===== config.mk =====
export PLATFORM = sky130hd
export DESIGN_NAME = alu_resp_tx
export DESIGN_NICKNAME = d
export VERILOG_FILES = /design/src/rtl/config_pkg.sv /design/src/rtl/alu_resp_tx.sv
export SDC_FILE = /design/constraint.sdc
export NUM_CORES = 1
export LEC_CHECK = 0
export ABC_AREA = 1
export BUFFER_PORTS_ARGS = -buffer_cell sky130_fd_sc_hd__buf_2
export CAP_MARGIN = 0
export CELL_PAD_IN_SITES_DETAIL_PLACEMENT = 1
export CELL_PAD_IN_SITES_GLOBAL_PLACEMENT = 1
export CORE_UTILIZATION = 39
export DETAILED_ROUTE_END_ITERATION = 6
export PLACE_DENSITY = 0.83
export SYNTH_ARGS = -nofsm -noshare
export SYNTH_HDL_FRONTEND = slang
export SYNTH_SLANG_ARGS = --single-unit

===== constraint.sdc =====
create_clock -name clk -period 2.1 [get_ports clk]
set_clock_uncertainty 0.1 [all_clocks]
set_input_delay 0.105 -clock clk [delete_from_list [all_inputs] [get_ports clk]]
set_output_delay 0.105 -clock clk [all_outputs]
set_load 0.05 [all_outputs]

===== src/rtl/config_pkg.sv =====
// rtl/config_pkg.sv - opcode constants, header size and FSM state type for alu_resp_tx (RESP_CHECKSUM_EN adds CSUM)
package config_pkg;

  localparam logic [7:0] OP_ECHO = 8'hEC;
  localparam logic [7:0] OP_ADD  = 8'hAD;
  localparam logic [7:0] OP_MUL  = 8'hAC;
  localparam logic [7:0] OP_DIV  = 8'hD1;

  localparam int RESP_HDR_BYTES = 4;

`ifdef RESP_CHECKSUM_EN
  typedef enum logic [1:0] {ST_IDLE, ST_HDR, ST_DATA, ST_CSUM} resp_state_t;
`else
  typedef enum logic [1:0] {ST_IDLE, ST_HDR, ST_DATA} resp_state_t;
`endif

endpackage


===== src/rtl/alu_resp_tx.sv =====
// rtl/alu_resp_tx.sv - ALU result to UART TX byte serializer; RESP_CHECKSUM_EN appends an XOR checksum byte
module alu_resp_tx
  import config_pkg::*;
#(
  parameter int         DATA_W    = 32,
  parameter logic [7:0] RSVD_BYTE = 8'h00
) (
  input  logic              clk,
  input  logic              rst,
  input  logic [7:0]        opcode_i,
  input  logic [DATA_W-1:0] result_i,
  input  logic              result_valid_i,
  output logic              result_ready_o,
  output logic [7:0]        tx_data_o,
  output logic              tx_valid_o,
  input  logic              tx_ready_i,
  output logic              busy_o
);

  localparam int DATA_BYTES = DATA_W / 8;
`ifdef RESP_CHECKSUM_EN
  localparam logic [15:0] LEN = 16'(RESP_HDR_BYTES + DATA_BYTES + 1);
`else
  localparam logic [15:0] LEN = 16'(RESP_HDR_BYTES + DATA_BYTES);
`endif
  localparam logic [2:0] HDR_LAST  = 3'(RESP_HDR_BYTES - 1);
  localparam logic [2:0] DATA_LAST = 3'(DATA_BYTES - 1);

  resp_state_t       state, state_d;
  logic [2:0]        idx, idx_d;
  logic [DATA_W-1:0] cap_result, cap_result_d;
  logic [7:0]        tx_data_d;
  logic              tx_valid_d;
  logic              xfer;
`ifdef RESP_CHECKSUM_EN
  logic [7:0]        csum, csum_d;
`endif

  assign xfer           = tx_valid_o && tx_ready_i;
  assign result_ready_o = (state == ST_IDLE);
  assign busy_o         = (state != ST_IDLE);

  // Header byte that follows the one currently at index i.
  function automatic logic [7:0] hdr_next(input logic [2:0] i);
    case (i)
      3'd0:    hdr_next = RSVD_BYTE;
      3'd1:    hdr_next = LEN[7:0];
      default: hdr_next = LEN[15:8];
    endcase
  endfunction

  always_comb begin
    state_d      = state;
    idx_d        = idx;
    cap_result_d = cap_result;
    tx_data_d    = tx_data_o;
    tx_valid_d   = tx_valid_o;
`ifdef RESP_CHECKSUM_EN
    csum_d       = csum;
    if (xfer) csum_d = csum ^ tx_data_o;
`endif

    // The next byte is loaded into tx_data_o on the transfer of the current one.
    case (state)
      ST_IDLE: begin
        if (result_valid_i && result_ready_o) begin
          cap_result_d = result_i;
          tx_data_d    = opcode_i;
          tx_valid_d   = 1'b1;
          idx_d        = 3'd0;
          state_d      = ST_HDR;
`ifdef RESP_CHECKSUM_EN
          csum_d       = 8'h00;
`endif
        end
      end

      ST_HDR: begin
        if (xfer) begin
          if (idx == HDR_LAST) begin
            tx_data_d    = cap_result[7:0];
            cap_result_d = cap_result >> 8;
            idx_d        = 3'd0;
            state_d      = ST_DATA;
          end else begin
            tx_data_d = hdr_next(idx);
            idx_d     = idx + 3'd1;
          end
        end
      end

      ST_DATA: begin
        if (xfer) begin
          if (idx == DATA_LAST) begin
`ifdef RESP_CHECKSUM_EN
            tx_data_d = csum ^ tx_data_o;
            state_d   = ST_CSUM;
`else
            tx_data_d  = 8'h00;
            tx_valid_d = 1'b0;
            state_d    = ST_IDLE;
`endif
          end else begin
            tx_data_d    = cap_result[7:0];
            cap_result_d = cap_result >> 8;
            idx_d        = idx + 3'd1;
          end
        end
      end

`ifdef RESP_CHECKSUM_EN
      ST_CSUM: begin
        if (xfer) begin
          tx_data_d  = 8'h00;
          tx_valid_d = 1'b0;
          state_d    = ST_IDLE;
        end
      end
`endif

      default: begin
        tx_data_d  = 8'h00;
        tx_valid_d = 1'b0;
        state_d    = ST_IDLE;
      end
    endcase
  end

  always_ff @(posedge clk or negedge rst) begin
    if (!rst) begin
      state      <= ST_IDLE;
      idx        <= 3'd0;
      cap_result <= '0;
      tx_data_o  <= 8'h00;
      tx_valid_o <= 1'b0;
`ifdef RESP_CHECKSUM_EN
      csum       <= 8'h00;
`endif
    end else begin
      state      <= state_d;
      idx        <= idx_d;
      cap_result <= cap_result_d;
      tx_data_o  <= tx_data_d;
      tx_valid_o <= tx_valid_d;
`ifdef RESP_CHECKSUM_EN
      csum       <= csum_d;
`endif
    end
  end

endmodule


==> impl_metrics.yaml <==
grt:
  groute.usage.overall: 0.2127
  grt_overflow_total: 0
  first_global_vias: 2675
  grt_first_pass_wirelength_um: 12310
  antenna_found_initial: 0
  grt_start_max_net_pins: 34
die:
  floorplan.die.height_um: 85.32
  die-area_um2: 7280
  starting_density: 0.4007
  floorplan.die.width_um: 85.32
  core_area_um2: 6756
  num_io_pins: 55
  placement_rows: 30
routing:
  post_drt_wl_per_cell_um: 13.86
  drt-total-wl_um: 7164
  average_via_count_per_standard_cell: 4.998
  total_number_of_vias: 2584
  ant_nets: 0
  drt_iter0_drc: 121
  first_pass_detailed_route_iteration_total: 6
  drc: 0
sta:
  finalSetupViolCount: 0
  fin_hold_ws_ns: 0.01505
  finalSetupTns_ns: 0
  fin_crit_sh: 0.9363
  worst-slew-pin-transition_ns: 0.5323
  rsz_0062_raised_after_global_routing: "true"
  maxSlewViolCount: 0
  period_minus_slack_ns: 1.966
  relative_slew_margins: 0.6452
  max_clock_freq_mhz: 508.6
  layout_setup_ws_ns: 0.1339
  hold_violations_final: 0
setup_path:
  cp.required_ns: 2.19
  r2r_end: "cap_result[8]"
  crit-reg2reg-launch: "state[1]"
  reg2regPathDepth: 8
  start_kind: "register"
  worstPathArrival_ns: 2.06
  critical_path.max_fanout: 16
  critical_path.max_stage_delay_ns: 0.42
  r2r_slack_ns: 0.13
  cp-end-kind: "register"
  path_class: "reg -> reg"
  chain_of_cells_forming_the_critical_path: "inv_1 -> ha_1 -> inv_1 -> nor2_1 -> nor2_4 -> nand3_4 -> nand2_1 -> nand2_1"
  crit_slowest_cell: "sky130_fd_sc_hd__dfrtp_1"
pwr:
  total_leakage_power_uw: 0.001856
  p_total_uw: 5449
  power.ir.vdd_worst_uv: 669.5
  p_per_area_nw_per_um2: 1704
cells_and_area:
  syn2layout_area_growth_pct: 18.07
  multi_input_comb_area_um2: 1346
  diodes: 0
  nNetsFinal: 490
  finalNonFillerCells: 517
  final_layout_size_suffix_gt1_frac: 0.1922
  fill_cells: 892
  combined_flip_flop_and_latch_cell_area_um2: 1151
logic_synthesis:
  post_synth_instance_area_um2: 2708
  post_synth_inst_count: 380
  synth.net_count: 434
  yosysWarnings: 0
  yosysUniqueCellTypes: 21
  synth-seq-cells: 46
  mean_syn_cell_area_um2: 7.125
  synth-seq-area-share: 0.4251
clocking:
  insertion_delay_ns: 0.30
  clk_pin_slew_ns: 0.09
  cts_tree: "yes"
  tritoncts.num_buffers: 5
  clock_sinks: 46
  ctsRootBufferMaster: "sky130_fd_sc_hd__clkbuf_8"
  htree_levels: 2
  clock_path_buffers: 2
placement:
  dp_hpwl_um: 5138
  gp_congestion: 0.7883
  placed_cells_incl_taps: 507
  place.port_buffers: 54
  pre_cts_ws_ns: 0.09543
hold_path:
  hold_path.startpoint: "result_i[28]"
  hp-class: "in -> reg"
  hold_path_end: "cap_result[28]"
  min_path_cells: 5
outcome:
  status: "finished, final reports clean"
run:
  max_capacitance_violation_count: 0
## registers in the layout, indices dropped and copies added (netlist names)
register	count
tx_data_o	8
cap_result	32
idx	3
state	2
tx_valid_o	1
## cells in the final DEF, fill, tap and decap left out, types with 3 or more instances in the layout
cell type / instances
sky130_fd_sc_hd__buf_4: 11
sky130_fd_sc_hd__ha_1: 10
sky130_fd_sc_hd__nand3_1: 56
sky130_fd_sc_hd__o21ai_0: 3
sky130_fd_sc_hd__nand2_2: 3
sky130_fd_sc_hd__buf_2: 54
sky130_fd_sc_hd__nand2_1: 195
sky130_fd_sc_hd__dfrtp_1: 46
sky130_fd_sc_hd__inv_1: 21
sky130_fd_sc_hd__nor2_1: 15
sky130_fd_sc_hd__clkbuf_8: 5
## logic make-up after synthesis
family | share of synthesized area
adder cells (fa/ha/maj) | 0.04621
buffers and inverters | 0.08688
AO/OA/AOI/OAI | 0.01063
flip-flops | 0.4251
AND/OR/NAND/NOR | 0.4311
## per-stage QoR
step | cell area [µm²] | utilization
finish | 3197 | 0.4731
global route | 3197 | 0.4731
CTS | 3172 | 0.4694
detailed placement | 3052 | 0.4517
global placement | 3052 | 0.4517
floorplan | 2708 | -
## worst max-delay path by stage
stage / slack (ns) / start / to
floorplan: 0.21 / state[0] / tx_data_o[3]
global placement: 0.21 / idx[0] / cap_result[23]
detailed placement: 0.1 / idx[0] / cap_result[5]
CTS: 0.05 / idx[0] / cap_result[8]
global route: 0.003 / state[1] / cap_result[8]
finish: 0.13 / state[1] / cap_result[8]
## worst max-delay path, delay by kind of cell, from the launching register on
| kind | cells | cell delay, ns |
|---|---|---|
| AND/OR/NAND/NOR | 5 | 0.78 |
| flip-flops | 1 | 0.42 |
| adder cells (fa/ha/maj) | 1 | 0.27 |
| buffers and inverters | 2 | 0.27 |
## where the power goes
| group | leakage [µW] | total, µW | internal, µW | switching (µW) |
|---|---|---|---|---|
| registers | 0.000591 | 1490 | 1270 | 219 |
| logic | 0.00121 | 3280 | 1040 | 2240 |
| clock network | 0.0000514 | 679 | 356 | 323 |
## cell type report
class,instances,area share
Multi-Input combinational cell,292,0.4211
Sequential cell,46,0.3601
Timing Repair Buffer,68,0.1260
Tap cell,80,0.03131
Inverter,23,0.02701
Clock buffer,6,0.02270
Clock inverter,2,0.01174
## synthesized netlist by cell type, drive strengths merged
cell type,n,area share
buf,17,0.051
or2,2,0.0046
ha,10,0.046
nand3b,1,0.0028
a21oi,1,0.0018
dfrtp,46,0.43
inv,22,0.030
o21ai,4,0.0088
clkbuf,3,0.0042
clkinv,1,0.0014
nor2,18,0.037
nand3,57,0.11
nand2,198,0.28
## per-layer routing
layer / vias up / track usage / share of wire
met5: - / 0 / 0
met4: 0 / 0.04848 / 0.0088
met3: 4 / 0.03405 / 0.023
met2: 45 / 0.3974 / 0.52
met1: 1251 / 0.2560 / 0.45
li1: 1284 / - / -
## repair_timing
item	in CTS	in global routing
hold endpoints to repair	19	0
gates resized for setup	0	2
hold buffers	1	0
endpoints found under the setup margin	0	32
buffers inserted	0	0
No activity file was read; power rests on OpenSTA's default activity.
